`src/rtl/alu_pkg.sv`:
```
// Shared definitions for the multicycle ALU.
//   - opcode encodings (OP_AND .. OP_MUL)
//   - FSM state encoding used by the top level
//   - is_legal_op(): true for every opcode the ALU implements
package alu_pkg;

    localparam logic [3:0] OP_AND = 4'b0000;
    localparam logic [3:0] OP_OR  = 4'b0001;
    localparam logic [3:0] OP_ADD = 4'b0010;
    localparam logic [3:0] OP_SUB = 4'b0110;
    localparam logic [3:0] OP_SLT = 4'b0111;
    localparam logic [3:0] OP_SLL = 4'b1000;
    localparam logic [3:0] OP_SRL = 4'b1001;
    localparam logic [3:0] OP_SRA = 4'b1010;
    localparam logic [3:0] OP_NOT = 4'b1100;
    localparam logic [3:0] OP_MUL = 4'b1101;

    typedef enum logic [1:0] {
        StIdle = 2'd0,
        StMul  = 2'd1,
        StFin  = 2'd2
    } alu_state_e;

    function automatic logic is_legal_op(input logic [3:0] op);
        logic legal;
        case (op)
            OP_AND, OP_OR, OP_ADD, OP_SUB, OP_SLT,
            OP_SLL, OP_SRL, OP_SRA, OP_NOT, OP_MUL: legal = 1'b1;
            default:                                legal = 1'b0;
        endcase
        return legal;
    endfunction

endpackage

```
`src/rtl/alu_mul_iter.sv`:
```
// Iterative unsigned shift-add multiplier, one partial product per clock.
// Ports:
//   clk, rst_n  : clock, asynchronous active-low reset (aborts a running multiply)
//   start       : latch op_a/op_b and begin; ignored while a multiply is running
//   op_a, op_b  : operands
//   done        : high during the final iteration cycle; result is valid then
//   result      : low WIDTH bits of op_a*op_b while done=1 (combinational)
// Iterations take place on the WIDTH edges following the start edge.
module alu_mul_iter #(
    parameter int unsigned WIDTH = 32,
    parameter int unsigned CNT_W = $clog2(WIDTH) + 1
) (
    input  logic             clk,
    input  logic             rst_n,
    input  logic             start,
    input  logic [WIDTH-1:0] op_a,
    input  logic [WIDTH-1:0] op_b,
    output logic             done,
    output logic [WIDTH-1:0] result
);

    logic             running_q;
    logic [CNT_W-1:0] cnt_q;
    logic [WIDTH-1:0] mcand_q;
    logic [WIDTH-1:0] mplier_q;
    logic [WIDTH-1:0] acc_q;
    logic [WIDTH-1:0] acc_d;
    logic             last_iter;

    assign acc_d     = acc_q + (mplier_q[0] ? mcand_q : '0);
    assign last_iter = running_q && (cnt_q == CNT_W'(WIDTH - 1));

    // The final sum is handed out before it is registered so the top level
    // can capture it on the same edge as the last iteration.
    assign done   = last_iter;
    assign result = acc_d;

    always_ff @(posedge clk or negedge rst_n) begin
        if (!rst_n) begin
            running_q <= 1'b0;
            cnt_q     <= '0;
            mcand_q   <= '0;
            mplier_q  <= '0;
            acc_q     <= '0;
        end else if (!running_q) begin
            if (start) begin
                running_q <= 1'b1;
                cnt_q     <= '0;
                mcand_q   <= op_a;
                mplier_q  <= op_b;
                acc_q     <= '0;
            end
        end else begin
            acc_q    <= acc_d;
            mcand_q  <= mcand_q << 1;
            mplier_q <= mplier_q >> 1;
            if (last_iter) begin
                running_q <= 1'b0;
                cnt_q     <= '0;
            end else begin
                cnt_q <= cnt_q + CNT_W'(1);
            end
        end
    end

endmodule

```
`src/rtl/multicycle_alu.sv`:
```
// Multicycle ALU: single-cycle logic/arith/shift ops, iterative MUL.
// Ports:
//   clk, rst_n     : clock, asynchronous active-low reset
//   start          : request an operation; accepted only while busy=0
//   aluCtr         : opcode, sampled on acceptance
//   input1, input2 : operands, sampled on acceptance
//   busy           : high while a multiply iterates
//   done           : one-cycle pulse when aluRes/zero/err have been updated
//   aluRes         : registered result
//   zero           : registered, aluRes == 0
//   err            : registered, last operation had an illegal opcode
module multicycle_alu
    import alu_pkg::*;
#(
    parameter int unsigned WIDTH = 32,
    parameter int unsigned CNT_W = $clog2(WIDTH) + 1
) (
    input  logic             clk,
    input  logic             rst_n,
    input  logic             start,
    input  logic [3:0]       aluCtr,
    input  logic [WIDTH-1:0] input1,
    input  logic [WIDTH-1:0] input2,
    output logic             busy,
    output logic             done,
    output logic [WIDTH-1:0] aluRes,
    output logic             zero,
    output logic             err
);

    alu_state_e       state;
    logic             accept;
    logic             mul_start;
    logic             mul_done;
    logic [WIDTH-1:0] mul_res;

    logic [CNT_W-2:0] shamt;
    logic             shift_oob;
    logic [WIDTH-1:0] sra_res;
    logic [WIDTH-1:0] alu_nxt;

    // busy is registered as state==StMul, so it doubles as the accept gate.
    assign accept    = start && !busy;
    assign mul_start = accept && (aluCtr == OP_MUL);

    alu_mul_iter #(
        .WIDTH (WIDTH),
        .CNT_W (CNT_W)
    ) u_mul (
        .clk    (clk),
        .rst_n  (rst_n),
        .start  (mul_start),
        .op_a   (input1),
        .op_b   (input2),
        .done   (mul_done),
        .result (mul_res)
    );

    // Single-cycle datapath.
    always_comb begin
        shamt     = input2[CNT_W-2:0];
        // Only reachable when WIDTH is not a power of two.
        shift_oob = {1'b0, shamt} >= CNT_W'(WIDTH);
        sra_res   = $signed(input1) >>> shamt;
        alu_nxt   = '0;
        case (aluCtr)
            OP_AND:  alu_nxt = input1 & input2;
            OP_OR:   alu_nxt = input1 | input2;
            OP_ADD:  alu_nxt = input1 + input2;
            OP_SUB:  alu_nxt = input1 - input2;
            OP_SLT:  alu_nxt = {{(WIDTH-1){1'b0}}, input1 < input2};
            OP_NOT:  alu_nxt = ~input1;
            OP_SLL:  alu_nxt = shift_oob ? '0 : (input1 << shamt);
            OP_SRL:  alu_nxt = shift_oob ? '0 : (input1 >> shamt);
            OP_SRA:  alu_nxt = shift_oob ? {WIDTH{input1[WIDTH-1]}} : sra_res;
            default: alu_nxt = '0;
        endcase
    end

    always_ff @(posedge clk or negedge rst_n) begin
        if (!rst_n) begin
            state  <= StIdle;
            busy   <= 1'b0;
            done   <= 1'b0;
            aluRes <= '0;
            zero   <= 1'b0;
            err    <= 1'b0;
        end else begin
            done <= 1'b0;
            case (state)
                StIdle, StFin: begin
                    state <= StIdle;
                    if (accept) begin
                        if (aluCtr == OP_MUL) begin
                            state <= StMul;
                            busy  <= 1'b1;
                        end else begin
                            // Illegal opcodes fall through with alu_nxt = 0.
                            aluRes <= alu_nxt;
                            zero   <= (alu_nxt == '0);
                            err    <= !is_legal_op(aluCtr);
                            done   <= 1'b1;
                        end
                    end
                end
                StMul: begin
                    if (mul_done) begin
                        state  <= StFin;
                        busy   <= 1'b0;
                        aluRes <= mul_res;
                        zero   <= (mul_res == '0);
                        err    <= 1'b0;
                        done   <= 1'b1;
                    end
                end
                default: begin
                    state <= StIdle;
                    busy  <= 1'b0;
                end
            endcase
        end
    end

endmodule

```
`config.mk`:
```
export PLATFORM = sky130hd
export DESIGN_NAME = multicycle_alu
export DESIGN_NICKNAME = d
export VERILOG_FILES = /design/src/rtl/alu_pkg.sv /design/src/rtl/alu_mul_iter.sv /design/src/rtl/multicycle_alu.sv
export SDC_FILE = /design/constraint.sdc
export NUM_CORES = 1
export LEC_CHECK = 0
export CELL_PAD_IN_SITES_DETAIL_PLACEMENT = 0
export CELL_PAD_IN_SITES_GLOBAL_PLACEMENT = 2
export CORE_ASPECT_RATIO = 1.5
export CORE_MARGIN = 5
export CORE_UTILIZATION = 38
export CTS_BUF_LIST = sky130_fd_sc_hd__clkbuf_8
export DETAILED_ROUTE_END_ITERATION = 16
export PLACE_DENSITY_LB_ADDON = 0.05
export SYNTH_ARGS = -nofsm -noshare
export SYNTH_HDL_FRONTEND = slang
export SYNTH_SLANG_ARGS = --single-unit
```
`constraint.sdc`:
```
create_clock -name clk -period 4.8 [get_ports clk]
set_clock_uncertainty 0.1 [all_clocks]
set_input_delay 0.96 -clock clk [delete_from_list [all_inputs] [get_ports clk]]
set_output_delay 0.96 -clock clk [all_outputs]
set_load 0.02 [all_outputs]
```
==> metrics <==
final WL=93.0 mm; CP bufs+invs=2; clk buf depth=2; reg2reg start=u_mul.mcand_q[0]; Crit Reg-Reg Endpoint=zero; worst slew margin relative to its limit=28.5%; period utilization=98.5%; Min Hold Slack=389 ps; worst slew pin tran=1070 ps; PD cells=324 nW/µm²; Setup Slack @ Placement=-770 ps; register share of total power=25.9%; Rows=97; top_reg_cell synth=dfrtp_1; final worst-path setup slack=71.3 ps; min-delay src=aluRes[23]; Die ar.=51500 µm²; status=finished clean; CP max FO=3; slowest CP cell=or4_4; Cells after Synth=2312; required time worst endpoint=5180 ps; TritonCTS Buffers=17; GRT overflow=0; hold path endpoint=aluRes[23]; drt drc=0; hold buffers post-CTS=0; Initial Util=38.3%; clock slew at reported path FFs=110 ps; vias per cell=6.19; cell area after synthesis=17800 µm²; endpoints failing setup=0; Max Clk Rate=211 MHz; ANT nets after route=0; Clk Latency, worst-skew pair=540 ps; CP max stage delay=590 ps; Syn Area/Cell=7.72 µm²; Ys Warns=0; Synth-to-Final Area Change=35.1%; vias=21400; post-synth cell types=86; number of port buffers=106; Worst VDD drop=0.184 mV; worst reg-to-reg setup slack=280 ps; combinational power share=61.2%; clk root buf=clkbuf_8; register area share after synthesis=19.8%; final hold violation count=0; Placer Congestion=1.09; CP delay by family, top=simple AND/OR/NAND/NOR gates; Final Power=7820 µW; Sw Pwr=3690 µW; EDFF count, synth=0; ranking of synthesized cells by area=dfrtp_1 20%, ha_1 9.9%, mux2i_1 7.3%; clock share of power=12.9%; Post-Syn Nets=2527; switch share=47.2%; Post-synth ARST share=100%; post-layout min period=4730 ps; wire per inst=27.0 µm; Crit Path Class=input pin to flip-flop; TritonRoute pass-1 iters=8; count leader, synth=nand2_1; CP Launch Type=input pin; initial antenna violation count=3; fin. max-slew vios=0; largest net degree at the start of global routing=87; Critical Path Most Common Cell=or4_4; post-synth top area share=19.8%; fraction of layout cells with a size suffix above 1=26.7%; Yosys top cell by area=dfrtp_1; Worst Hold Depth=2; # H-tree levels=4; final net count=3056; Overall Global Routing Usage=35.0%; die height=275 µm; Starting DRT DRC Count=2070; Hold Crit Class=flip-flop to flip-flop; Max Cap Viol=0; Sink Count=141; first-pass GRT wire length=136 mm; core area=46600 µm²; Yosys reg bits=141; synth cell count leaders=266 x nand2_1, 209 x o21ai_0, 188 x nor2_1, 167 x a21oi_1; crit end category=flip-flop; launch point of the worst path=input1[0]; CTS tree=built; crit path cell chain=clkdlybuf4s50_1, inv_1, ha_2, fa_2, o21bai_4, a2111oi_2, or2_1, or4_4, a31o_4, a2111oi_4, o31ai_2, or4_1, or4_4, o31ai_4, a31o_1; Detail Placement HPWL=76.0 mm; Int Power=4130 µW; static leakage=0.0112 µW; Die X=187 µm; TNS Setup=0 ps; Register-to-Register Path Depth=15; I/O pin cnt=107; Finished Core Util=51.7%; fill count=4618; Worst Path Arrival=5110 ps; vias in the first global route=21300
==> sequential cells by signal, indices dropped and copies added, names as in the netlist <==
signal	flops
u_mul.mplier_q	32
busy	1
zero	1
u_mul.cnt_q	6
u_mul.running_q	1
aluRes	32
u_mul.acc_q	32
err	1
u_mul.mcand_q	32
state	2
done	1
==> how the worst max path moves through the flow <==
| stage | to | slack, ps | depth (start not counted) |
|---|---|---|---|
| floorplan | zero | 0.4 | 17 |
| global placement | zero | -720 | 15 |
| detailed placement | zero | -770 | 15 |
| CTS | zero | 10 | 15 |
| global route | zero | -30 | 17 |
| finish | zero | 70 | 15 |
==> power groups by stage <==
stage	Sequential, µW	Combinational [µW]	Clock, µW
after floorplan	2070	2650	0
after global placement	2030	4600	0
after detailed placement	2050	4660	0
after CTS	2030	4690	1040
after global routing	2100	5160	1070
final	2030	4790	1010
==> area by class of cell <==
class                   instances  area, µm²  share of cell area [%]
multi-input cells            1883      13500                    55.8
repair buffers                689       5600                    23.2
flip-flops and latches        141       3530                    14.6
well taps                     594        743                    3.08
inverters                     109        412                    1.71
clock buffers                  19        262                    1.08
clock inverters                13        103                   0.426
diodes                          1       2.50                  0.0104
==> layout by cell type (no fill, tap or decap), drive strengths merged, types with 36 or more instances in the layout <==
| master | netlist | layout |
|---|---|---|
| a21oi | 167 | 167 |
| and2 | 42 | 42 |
| buf | 45 | 588 |
| clkdlybuf4s50 | 0 | 101 |
| dfrtp | 141 | 141 |
| ha | 141 | 141 |
| inv | 107 | 113 |
| mux2i | 130 | 130 |
| mux4 | 40 | 40 |
| nand2 | 266 | 266 |
| nand3 | 44 | 44 |
| nor2 | 188 | 188 |
| nor3 | 36 | 36 |
| o21ai | 212 | 212 |
| o22ai | 37 | 37 |
| xnor2 | 38 | 38 |
==> layer usage <==
metal  track usage (%)  routed length (µm)  up-vias
met5                 0                  13        -
met1              40.5               34800    10400
met3              4.73                6180      319
met4              22.7                7400        2
met2              60.9               44600     1066
li1                  -                   -     9612
==> worst reg2reg max path, cell delays in order (launching register included) <==
cell and delay (ps):
dfrtp_1 410, and2_1 190, ha_1 230, fa_1 470, xor2_1 220, or4_1 400, or3_1 340, or4_1 450
nor4b_2 270, buf_4 150, nand4b_1 230, nor4_2 310, nand4b_1 180, nor4_1 220, buf_4 170, a31o_1 140
==> cell families after synthesis <==
logic type	after synthesis	synth area share, %
compound gates	752	27.4
xor+xnor	51	2.50
fa+ha+maj	144	10.2
buf+inv	288	6.43
flops	141	19.8
mux	201	14.3
simple gates	735	19.4
==> what timing repair did <==
item,4_1_cts,5_1_grt
pin swaps,2,15
buffers inserted,0,1
endpoints found under the setup margin,1,1
resized for setup,5,36
==> through the flow <==
stage          area (µm²)  instances
2_1_floorplan       18000       2312
3_3_place_gp        23500       3415
3_5_place_dp        23500       3415
4_1_cts             23900       3447
5_1_grt             24100       3449
6_report            24100       3449
No activity file was read; power rests on OpenSTA's default activity.
